$ cat config.mk
export PLATFORM = sky130hd
export DESIGN_NAME = multicycle_ctrl_flat
export DESIGN_NICKNAME = d
export VERILOG_FILES = /design/src/rtl/ctrl_pkg.sv /design/src/rtl/multicycle_ctrl_if.sv /design/src/rtl/branch_cond.sv /design/src/rtl/multicycle_ctrl.sv /design/src/flat_wrapper.sv
export SDC_FILE = /design/constraint.sdc
export NUM_CORES = 1
export LEC_CHECK = 0
export ABC_AREA = 1
export CORE_MARGIN = 5
export CORE_UTILIZATION = 35
export CTS_BUF_LIST = sky130_fd_sc_hd__clkbuf_4 sky130_fd_sc_hd__clkbuf_8
export DETAILED_ROUTE_END_ITERATION = 16
export DONT_BUFFER_PORTS = 1
export HOLD_SLACK_MARGIN = 0.03
export PLACE_DENSITY_LB_ADDON = 0.2
export SYNTH_ARGS = -nofsm -noshare
export SYNTH_HDL_FRONTEND = slang
export SYNTH_SLANG_ARGS = --single-unit
$ cat constraint.sdc
create_clock -name clk -period 2.4 [get_ports clk]
set_clock_uncertainty 0.15 [all_clocks]
set_input_delay 0.24 -clock clk [delete_from_list [all_inputs] [get_ports clk]]
set_output_delay 0.24 -clock clk [all_outputs]
set_load 0.01 [all_outputs]
$ cat src/rtl/ctrl_pkg.sv
// Shared types for the multicycle RV32I control path: state enum, opcodes,
// datapath select encodings and the packed control-output payload.
package ctrl_pkg;

  typedef enum logic [3:0] {
    S_FETCH,
    S_DECODE,
    S_MEM_ADDR,
    S_MEM_READ,
    S_MEM_WB,
    S_MEM_WRITE,
    S_EXEC_R,
    S_EXEC_I,
    S_EXEC_B,
    S_EXEC_J,
    S_EXEC_JR,
    S_JR_LINK,
    S_EXEC_U,
    S_ALU_WB,
    S_HALT
  } state_t;

  localparam logic [6:0] OP_R     = 7'b0110011;
  localparam logic [6:0] OP_I     = 7'b0010011;
  localparam logic [6:0] OP_B     = 7'b1100011;
  localparam logic [6:0] OP_JAL   = 7'b1101111;
  localparam logic [6:0] OP_JALR  = 7'b1100111;
  localparam logic [6:0] OP_LUI   = 7'b0110111;
  localparam logic [6:0] OP_AUIPC = 7'b0010111;
  localparam logic [6:0] OP_LOAD  = 7'b0000011;
  localparam logic [6:0] OP_STORE = 7'b0100011;

  localparam logic [1:0] A_PC     = 2'd0;
  localparam logic [1:0] A_OLD_PC = 2'd1;
  localparam logic [1:0] A_RS1    = 2'd2;
  localparam logic [1:0] A_ZERO   = 2'd3;

  localparam logic [1:0] B_RS2    = 2'd0;
  localparam logic [1:0] B_IMM    = 2'd1;
  localparam logic [1:0] B_FOUR   = 2'd2;

  localparam logic [1:0] RES_ALU_OUT = 2'd0;
  localparam logic [1:0] RES_MEM     = 2'd1;
  localparam logic [1:0] RES_ALU     = 2'd2;

  localparam logic [2:0] ALU_ADD   = 3'd0;
  localparam logic [2:0] ALU_FUNCT = 3'd2;
  localparam logic [2:0] ALU_SUB   = 3'd3;

  // Per-state control outputs driven toward the datapath and memory port.
  typedef struct packed {
    logic       mem_valid;
    logic       mem_write;
    logic       addr_src;
    logic       instr_flop_wen;
    logic       pc_wen;
    logic       reg_write;
    logic [1:0] alu_a_src;
    logic [1:0] alu_b_src;
    logic [1:0] result_src;
    logic [2:0] alu_op;
    logic       halted;
  } ctrl_out_t;

  // States that own the memory port and count wait cycles.
  function automatic logic is_mem_state(input state_t s);
    return (s == S_FETCH) || (s == S_MEM_READ) || (s == S_MEM_WRITE);
  endfunction

endpackage

$ cat src/rtl/multicycle_ctrl_if.sv
// Control-path bundle between the controller, the instruction register /
// ALU datapath and the unified memory port.
interface multicycle_ctrl_if;

  logic [6:0] opcode;
  logic [2:0] funct3;
  logic [6:0] funct7;
  logic       alu_zero;
  logic       alu_lt;
  logic       alu_ltu;
  logic       mem_ready;

  logic       mem_valid;
  logic       mem_write;
  logic       addr_src;
  logic       instr_flop_wen;
  logic       pc_wen;
  logic       reg_write;
  logic [1:0] alu_a_src;
  logic [1:0] alu_b_src;
  logic [1:0] result_src;
  logic [2:0] alu_op;
  logic       halted;
  logic       bus_err;

  modport master (
    input  opcode, funct3, funct7, alu_zero, alu_lt, alu_ltu, mem_ready,
    output mem_valid, mem_write, addr_src, instr_flop_wen, pc_wen, reg_write,
           alu_a_src, alu_b_src, result_src, alu_op, halted, bus_err
  );

  modport slave (
    output opcode, funct3, funct7, alu_zero, alu_lt, alu_ltu, mem_ready,
    input  mem_valid, mem_write, addr_src, instr_flop_wen, pc_wen, reg_write,
           alu_a_src, alu_b_src, result_src, alu_op, halted, bus_err
  );

endinterface

$ cat src/rtl/branch_cond.sv
// Branch-taken evaluation from funct3 and the ALU compare flags.
module branch_cond (
  input  logic [2:0] i_funct3,
  input  logic       i_alu_zero,
  input  logic       i_alu_lt,
  input  logic       i_alu_ltu,
  output logic       o_taken
);

  // Decode the RV32I branch condition; 010/011 are never taken.
  always_comb begin
    o_taken = 1'b0;
    case (i_funct3)
      3'b000:  o_taken = i_alu_zero;
      3'b001:  o_taken = !i_alu_zero;
      3'b100:  o_taken = i_alu_lt;
      3'b101:  o_taken = !i_alu_lt;
      3'b110:  o_taken = i_alu_ltu;
      3'b111:  o_taken = !i_alu_ltu;
      default: o_taken = 1'b0;
    endcase
  end

endmodule

$ cat src/rtl/multicycle_ctrl.sv
// Multicycle RV32I control FSM with valid/ready memory handshake, optional
// bus timeout, full branch evaluation, U-type / JAL / JALR and sticky HALT.
// Optional feature macro: CTRL_TRAP_EN (unknown opcode or branch funct3
// 010/011 halts instead of being treated as a NOP / not-taken).
module multicycle_ctrl
  import ctrl_pkg::*;
#(
  parameter int unsigned TIMEOUT_W = 8,
  parameter int unsigned TIMEOUT   = 0
) (
  input  logic               clk,
  input  logic               rst,
  multicycle_ctrl_if.master  bus
);

  localparam logic [TIMEOUT_W-1:0] CNT_MAX = '1;

  state_t               r_state;
  state_t               w_next;
  logic [TIMEOUT_W-1:0] r_wait_cnt;
  logic                 r_bus_err;
  logic                 w_set_err;
  logic                 w_timeout;
  logic                 w_taken;
  logic                 w_unused_funct7;
  ctrl_out_t            w_out;

  branch_cond u_branch_cond (
    .i_funct3   (bus.funct3),
    .i_alu_zero (bus.alu_zero),
    .i_alu_lt   (bus.alu_lt),
    .i_alu_ltu  (bus.alu_ltu),
    .o_taken    (w_taken)
  );

  // funct7 is consumed by the external ALU decoder only.
  assign w_unused_funct7 = ^bus.funct7;

  // Threshold reached with the counter already at TIMEOUT (0 disables).
  assign w_timeout = (TIMEOUT != 0) && (r_wait_cnt >= TIMEOUT_W'(TIMEOUT));

  // Next-state and per-state control outputs; rst forces every output low.
  always_comb begin
    w_out     = '0;
    w_next    = r_state;
    w_set_err = 1'b0;
    case (r_state)
      S_FETCH: begin
        w_out.mem_valid  = 1'b1;
        w_out.alu_a_src  = A_PC;
        w_out.alu_b_src  = B_FOUR;
        w_out.result_src = RES_ALU;
        if (bus.mem_ready) begin
          w_out.instr_flop_wen = 1'b1;
          w_out.pc_wen         = 1'b1;
          w_next               = S_DECODE;
        end else if (w_timeout) begin
          w_set_err = 1'b1;
          w_next    = S_HALT;
        end
      end
      S_DECODE: begin
        w_out.alu_a_src = A_OLD_PC;
        w_out.alu_b_src = B_IMM;
        case (bus.opcode)
          OP_R:               w_next = S_EXEC_R;
          OP_I:               w_next = S_EXEC_I;
          OP_B:               w_next = S_EXEC_B;
          OP_JAL:             w_next = S_EXEC_J;
          OP_JALR:            w_next = S_EXEC_JR;
          OP_LUI, OP_AUIPC:   w_next = S_EXEC_U;
          OP_LOAD, OP_STORE:  w_next = S_MEM_ADDR;
`ifdef CTRL_TRAP_EN
          default:            w_next = S_HALT;
`else
          default:            w_next = S_FETCH;
`endif
        endcase
      end
      S_MEM_ADDR: begin
        w_out.alu_a_src = A_RS1;
        w_out.alu_b_src = B_IMM;
        w_next = (bus.opcode == OP_LOAD) ? S_MEM_READ : S_MEM_WRITE;
      end
      S_MEM_READ: begin
        w_out.mem_valid = 1'b1;
        w_out.addr_src  = 1'b1;
        if (bus.mem_ready) begin
          w_next = S_MEM_WB;
        end else if (w_timeout) begin
          w_set_err = 1'b1;
          w_next    = S_HALT;
        end
      end
      S_MEM_WRITE: begin
        w_out.mem_valid = 1'b1;
        w_out.mem_write = 1'b1;
        w_out.addr_src  = 1'b1;
        if (bus.mem_ready) begin
          w_next = S_FETCH;
        end else if (w_timeout) begin
          w_set_err = 1'b1;
          w_next    = S_HALT;
        end
      end
      S_MEM_WB: begin
        w_out.result_src = RES_MEM;
        w_out.reg_write  = 1'b1;
        w_next           = S_FETCH;
      end
      S_EXEC_R: begin
        w_out.alu_a_src = A_RS1;
        w_out.alu_b_src = B_RS2;
        w_out.alu_op    = ALU_FUNCT;
        w_next          = S_ALU_WB;
      end
      S_EXEC_I: begin
        w_out.alu_a_src = A_RS1;
        w_out.alu_b_src = B_IMM;
        w_out.alu_op    = ALU_FUNCT;
        w_next          = S_ALU_WB;
      end
      S_EXEC_B: begin
        w_out.alu_a_src  = A_RS1;
        w_out.alu_b_src  = B_RS2;
        w_out.alu_op     = ALU_SUB;
        w_out.result_src = RES_ALU_OUT;
        w_out.pc_wen     = w_taken;
        w_next           = S_FETCH;
`ifdef CTRL_TRAP_EN
        if (bus.funct3[2:1] == 2'b01) begin
          w_next = S_HALT;
        end
`endif
      end
      S_EXEC_J: begin
        w_out.alu_a_src  = A_OLD_PC;
        w_out.alu_b_src  = B_FOUR;
        w_out.pc_wen     = 1'b1;
        w_out.result_src = RES_ALU_OUT;
        w_next           = S_ALU_WB;
      end
      S_EXEC_JR: begin
        w_out.alu_a_src  = A_RS1;
        w_out.alu_b_src  = B_IMM;
        w_out.pc_wen     = 1'b1;
        w_out.result_src = RES_ALU;
        w_next           = S_JR_LINK;
      end
      S_JR_LINK: begin
        w_out.alu_a_src  = A_OLD_PC;
        w_out.alu_b_src  = B_FOUR;
        w_out.result_src = RES_ALU;
        w_out.reg_write  = 1'b1;
        w_next           = S_FETCH;
      end
      S_EXEC_U: begin
        w_out.alu_a_src = (bus.opcode == OP_LUI) ? A_ZERO : A_OLD_PC;
        w_out.alu_b_src = B_IMM;
        w_next          = S_ALU_WB;
      end
      S_ALU_WB: begin
        w_out.result_src = RES_ALU_OUT;
        w_out.reg_write  = 1'b1;
        w_next           = S_FETCH;
      end
      S_HALT: begin
        w_out.halted = 1'b1;
        w_next       = S_HALT;
      end
      default: w_next = S_FETCH;
    endcase
    if (rst) begin
      w_out = '0;
    end
  end

  // State, saturating wait counter (cleared on every state change) and sticky bus error.
  always_ff @(posedge clk) begin
    if (rst) begin
      r_state    <= S_FETCH;
      r_wait_cnt <= '0;
      r_bus_err  <= 1'b0;
    end else begin
      r_state <= w_next;
      if (w_set_err) begin
        r_bus_err <= 1'b1;
      end
      if (w_next != r_state) begin
        r_wait_cnt <= '0;
      end else if (is_mem_state(r_state) && !bus.mem_ready && (r_wait_cnt != CNT_MAX)) begin
        r_wait_cnt <= r_wait_cnt + TIMEOUT_W'(1);
      end
    end
  end

  assign bus.mem_valid      = w_out.mem_valid;
  assign bus.mem_write      = w_out.mem_write;
  assign bus.addr_src       = w_out.addr_src;
  assign bus.instr_flop_wen = w_out.instr_flop_wen;
  assign bus.pc_wen         = w_out.pc_wen;
  assign bus.reg_write      = w_out.reg_write;
  assign bus.alu_a_src      = w_out.alu_a_src;
  assign bus.alu_b_src      = w_out.alu_b_src;
  assign bus.result_src     = w_out.result_src;
  assign bus.alu_op         = w_out.alu_op;
  assign bus.halted         = w_out.halted;
  assign bus.bus_err        = r_bus_err & ~rst;

endmodule

$ cat src/flat_wrapper.sv
// flat-port wrapper written by rule: the top's interface ports become plain ports
module multicycle_ctrl_flat import ctrl_pkg::*;
#(
  parameter int unsigned TIMEOUT_W = 8,
  parameter int unsigned TIMEOUT   = 0
)
  (clk, rst, bus_opcode, bus_funct3, bus_funct7, bus_alu_zero, bus_alu_lt, bus_alu_ltu, bus_mem_ready, bus_mem_valid, bus_mem_write, bus_addr_src, bus_instr_flop_wen, bus_pc_wen, bus_reg_write, bus_alu_a_src, bus_alu_b_src, bus_result_src, bus_alu_op, bus_halted, bus_bus_err);
  multicycle_ctrl_if bus_i ();
  input  logic clk;
  input  logic rst;
  input wire logic [$bits(bus_i.opcode)-1:0] bus_opcode;
  input wire logic [$bits(bus_i.funct3)-1:0] bus_funct3;
  input wire logic [$bits(bus_i.funct7)-1:0] bus_funct7;
  input wire logic [$bits(bus_i.alu_zero)-1:0] bus_alu_zero;
  input wire logic [$bits(bus_i.alu_lt)-1:0] bus_alu_lt;
  input wire logic [$bits(bus_i.alu_ltu)-1:0] bus_alu_ltu;
  input wire logic [$bits(bus_i.mem_ready)-1:0] bus_mem_ready;
  output wire logic [$bits(bus_i.mem_valid)-1:0] bus_mem_valid;
  output wire logic [$bits(bus_i.mem_write)-1:0] bus_mem_write;
  output wire logic [$bits(bus_i.addr_src)-1:0] bus_addr_src;
  output wire logic [$bits(bus_i.instr_flop_wen)-1:0] bus_instr_flop_wen;
  output wire logic [$bits(bus_i.pc_wen)-1:0] bus_pc_wen;
  output wire logic [$bits(bus_i.reg_write)-1:0] bus_reg_write;
  output wire logic [$bits(bus_i.alu_a_src)-1:0] bus_alu_a_src;
  output wire logic [$bits(bus_i.alu_b_src)-1:0] bus_alu_b_src;
  output wire logic [$bits(bus_i.result_src)-1:0] bus_result_src;
  output wire logic [$bits(bus_i.alu_op)-1:0] bus_alu_op;
  output wire logic [$bits(bus_i.halted)-1:0] bus_halted;
  output wire logic [$bits(bus_i.bus_err)-1:0] bus_bus_err;
  assign bus_i.opcode = bus_opcode;
  assign bus_i.funct3 = bus_funct3;
  assign bus_i.funct7 = bus_funct7;
  assign bus_i.alu_zero = bus_alu_zero;
  assign bus_i.alu_lt = bus_alu_lt;
  assign bus_i.alu_ltu = bus_alu_ltu;
  assign bus_i.mem_ready = bus_mem_ready;
  assign bus_mem_valid = bus_i.mem_valid;
  assign bus_mem_write = bus_i.mem_write;
  assign bus_addr_src = bus_i.addr_src;
  assign bus_instr_flop_wen = bus_i.instr_flop_wen;
  assign bus_pc_wen = bus_i.pc_wen;
  assign bus_reg_write = bus_i.reg_write;
  assign bus_alu_a_src = bus_i.alu_a_src;
  assign bus_alu_b_src = bus_i.alu_b_src;
  assign bus_result_src = bus_i.result_src;
  assign bus_alu_op = bus_i.alu_op;
  assign bus_halted = bus_i.halted;
  assign bus_bus_err = bus_i.bus_err;
  multicycle_ctrl #(.TIMEOUT_W(TIMEOUT_W), .TIMEOUT(TIMEOUT)) u_core (.clk(clk), .rst(rst), .bus(bus_i));
endmodule
======== Word-level counts from Yosys, hierarchy flattened ========
Index checks and enable logic that the tools add are counted.
W data, S select, Z words.
cells by class
  multiplexer cells ....................... 20
  equal/unequal tests ..................... 31
  reduce and logical (&&, ||, !) cells .... 18
operators by type and width
  operator              count
  $pmux W4 S8           1
  $eq A4 B4 Y1 const B  7
  $pmux W4 S7           1
  $pmux W4 S6           1
  $eq A7 B6 Y1 const B  3
  $eq A7 B7 Y1 const B  3
  $eq A4 B3 Y1 const B  4
  $mux W16              1
  $eq A7 B5 Y1 const B  2
  $reduce_or A2 Y1      7
  $eq A3 B3 Y1 const B  4
  $mux W4               3
  $reduce_or A3 Y1      4
  $eq A4 B2 Y1 const B  2
  $pmux W2 S2           2
  $eq A7 B2 Y1 const B  1
  $mux W1               6
  $ne A2 B2 Y1 const B  3
  $pmux W1 S6           1
  $eq A4 B1 Y1 const B  1
  $logic_not A4 Y1      1
  $mux W2               2
  $reduce_or A4 Y1      1
  $eq A3 B1 Y1 const B  1
  5 further kinds       7
word-level totals
  output and inout bits ................... 17
  word-level logic and storage cells ...... 70
  register bits ........................... 4
  input port bits ......................... 23

======== Logic depth before layout (Yosys ltp) ========
  word-level depth ........................ 4
  mapped depth ............................ 9
  mapped depth without buffers ............ 9

======== By module ========
A second synthesis with hierarchy kept.
unflattened totals
  cells, all modules ...................... 142
  area total of the unflattened synthesis .. 689.4 µm²
by module, submodules not included
  module           area an instance (µm²)  sequential area each (µm²)  cells an instance  times used
  multicycle_ctrl  620.6                   80.1                        126                1
  branch_cond      68.8                    0.0                         16                 1

======== Worst setup path before layout ========
No wires, ideal clock.
  path type ............................... register -> output
  from .................................... register u_core.r_state[3]
  to ...................................... output port bus_pc_wen
  stages on the path, launching flop included .. 7
  path buffers ............................ 0
  required time ........................... 2010 ps
  arrival time ............................ 1093 ps
  path slack .............................. 917 ps
  cells stage by stage .................... dfxtp_1 -> inv_1 -> nor2_1 -> nand2_1 -> nor2_1 -> nand2_1 -> nand2_1
on the way
  longest elaborated chain between the ends .. 4
  elaborated cells on any way between the ends .. 7
  those cells by class .................... eq/ne: 3; mux: 2; reduce/logical: 2
RTL lines
  element                     RTL line                RTL
  from (decl)                 multicycle_ctrl.sv:18   state_t r_state;
  from (signal assigned)      multicycle_ctrl.sv:185  r_state <= w_next;
  $eq A4 B4 Y1                multicycle_ctrl.sv:47   case (r_state)
  $reduce_or A2 Y1 (no line)  -
  $pmux W1 S3 *               multicycle_ctrl.sv:47
  $mux W16 *                  multicycle_ctrl.sv:173  if (rst) begin
  to (decl)                   flat_wrapper.sv:22      output wire logic [$bits(bus_i.pc_wen)-1:0] bus_pc_wen;
Mark *: on every way between the ends. The rest lies on a longest branch, timed or not.

======== Worst setup path after layout ========
Same ends and word-level chain as after synthesis.

==> impl_metrics.csv <==
group,metric,value,unit
timing,clock.fmax,529.8,MHz
routing,avgViaCountPerCell,4.860,
yosys,synthFlopType,"dfxtp_1",
die,die_area,2764,um^2
place,dp.cells,160,
hold_path,hold_path.class,"in -> reg",
global_routing,overflow,0,
place,dp_hpwl,1.416,mm
die,fp.dieW,52.57,um
layout,multiInputGateArea,460.4,um^2
routing,wl_per_cell,10.23,um
timing,min_period_over_period,0.7864,
layout,largest_register_ffs,4,
setup_path,reg2reg_depth,6,
setup_path,crit_path_end,"bus_pc_wen",
routing,drt-pass1-iter-count,5,
timing,rsz0062_at_grt,"no",
layout,area_delta_synth_final,7.692,%
die,ios,40,
layout,top_regs,"u_core.r_state (4)",
die,fp.dieH,52.57,um
run,drv_cap,0,
routing,routed_wl,1.677,mm
setup_path,cp_data_required_time,2.01,ns
clock_network,cts-resized-gates,0,
global_routing,antenna_found_initial,0,
timing,final-setup-viol-count,0,
setup_path,arrival,1.50,ns
global_routing,grt_usage,0.1234,
layout,antenna_cells,0,
layout,regArea,80.08,um^2
yosys,yosysTopAreaCellShare,0.3136,
layout,nNetsFinal,164,
routing,drt-initial-drc-count,20,
yosys,synthTopCellsByCount,"nand2_1, nor2_1, inv_1",
clock_network,htreeDepth,1,
pwr,vdd_drop_max,0.2902,mV
setup_path,cp-end-kind,"primary output",
die,core_area,1727,um^2
clock_network,clockBufferDepth,2,
timing,final.min_clock_period,1.887,ns
routing,vias,797,
layout,max_flop_register,"u_core.r_state",
yosys,synth_edf_count,0,
routing,postRouteAntennaNets,0,
pwr,cellPowerDensity,321.7,nW/um^2
layout,drive_above_1_share,0.03597,
clock_network,clkSinkCount,4,
place,gp_congestion,0.8978,
place,io_buffers,0,
yosys,synth.area.top_cells,"nand2_1, nor2_1, dfxtp_1",
yosys,yosys.area.top_type,"nand2_1",
timing,hold_viol_final,0,
yosys,async_reset_ff_frac,0,
pwr,finalPower,0.2197,mW
setup_path,crit_start,"u_core.r_state[3]",
layout,fillerInstances,203,
yosys,syn_area,634.4,um^2
timing,slew_viol_final,0,
routing,route.detailed.drc,0,
clock_network,cts_buffers,3,
clock_network,clockRootBuffer,"clkbuf_4",
pwr,leakagePower,0.4158,nW
die,start_util,0.3674,
yosys,ys_warn_count,0,
clock_network,worstSkewPairLatency,0.23,ns
setup_path,r2r-end,"u_core.r_state[0]",
setup_path,ff2ff_setup_slack,0.98,ns
clock_network,tritoncts,"done",
setup_path,start_kind,"flip-flop",
yosys,yosysSeqAreaShare,0.1262,
setup_path,crit_path_max_fanout,5,
setup_path,critPathKind,"reg -> out",
yosys,syn_inst,137,
yosys,avgSynthCellArea,4.630,um^2
setup_path,timing.rr.start,"u_core.r_state[0]",
die,rows,15,
yosys,yosys.cell_count.top_type,"nand2_1",
clock_network,clk_pin_slew_worst_paths,0.04,ns
layout,finalNonFillerCells,164,
outcome,status,"finished, final reports clean",
timing,tns,0,ns
yosys,yosys.cell_types.count,16,
global_routing,grt_pass1_vias,718,
yosys,yosys_register_bits,4,
global_routing,grt_first_pass_wirelength,2.670,mm
global_routing,grt_max_degree,14,
==> how the worst min path moves through the flow <==
stage	start	to	slack (ns)	cells after the start
detailed placement	rst	u_core.r_state[0]	0.17	1
floorplan	rst	u_core.r_state[2]	0.16	1
finish	rst	u_core.r_state[1]	0.09	3
CTS	rst	u_core.r_state[1]	0.08	3
global route	rst	u_core.r_state[1]	0.13	3
global placement	rst	u_core.r_state[0]	0.17	1
==> final cells by class <==
cell class | instances | share of cell area
Inverter | 21 | 0.1154
Clock buffer | 3 | 0.03297
Tap cell | 25 | 0.04579
Timing Repair Buffer | 1 | 0.01465
Multi-Input combinational cell | 110 | 0.6740
Sequential cell | 4 | 0.1172
==> cells in the final DEF, fill, tap and decap left out, drive strengths merged <==
| cell type | count |
|---|---|
| a31oi | 2 |
| nand2 | 53 |
| nor3 | 1 |
| inv | 21 |
| conb | 2 |
| nor2 | 29 |
| o21ai | 3 |
| clkbuf | 3 |
| o211ai | 1 |
| dfxtp | 4 |
| dlygate4sd3 | 1 |
| nand3 | 8 |
| a21oi | 9 |
| o22ai | 2 |
==> timing repair <==
action                    CTS  global route
hold buffers                1             0
buffers inserted            0             0
hold endpoints to repair    3             0
==> power by group <==
part	switching [mW]	internal [mW]	total, mW
clock network	0.0241	0.0557	0.0798
logic	0.0470	0.0200	0.0670
registers	0.00354	0.0694	0.0730
==> per-layer routing <==
| metal | up-vias | wire length, um | track usage |
|---|---|---|---|
| li1 | 424 | - | - |
| met1 | 346 | 685 | 0.1356 |
| met2 | 25 | 826 | 0.2273 |
| met3 | 2 | 154 | 0.03419 |
| met4 | 0 | 11 | 0.03404 |
| met5 | - | 0 | 0 |
==> cell families after synthesis <==
group | synth area share
AOI/OAI and AO/OA | 0.1459
buffers and inverters | 0.1538
DFF | 0.1262
other | 0.005911
and+or+nand+nor | 0.5680
==> metrics by stage <==
stage,hold slack [ns],setup WS [ns],cell area [um^2],utilization
finish,0.09060,0.5127,683.2,0.3957
global route,0.1279,0.3737,683.2,0.3957
floorplan,0.1591,0.9170,638.1,-
global placement,0.1659,0.7541,650.6,0.3768
CTS,0.07813,0.5137,683.2,0.3957
detailed placement,0.1662,0.7617,650.6,0.3768
==> worst max-delay path, stage by stage (launching register included) <==
cell     delay [ns]
dfxtp_1        0.38
inv_1          0.05
nor2_1         0.23
nand2_1        0.14
nor2_1         0.25
nand2_1        0.09
nand2_1        0.11
Power figures use the tool's default switching activity.
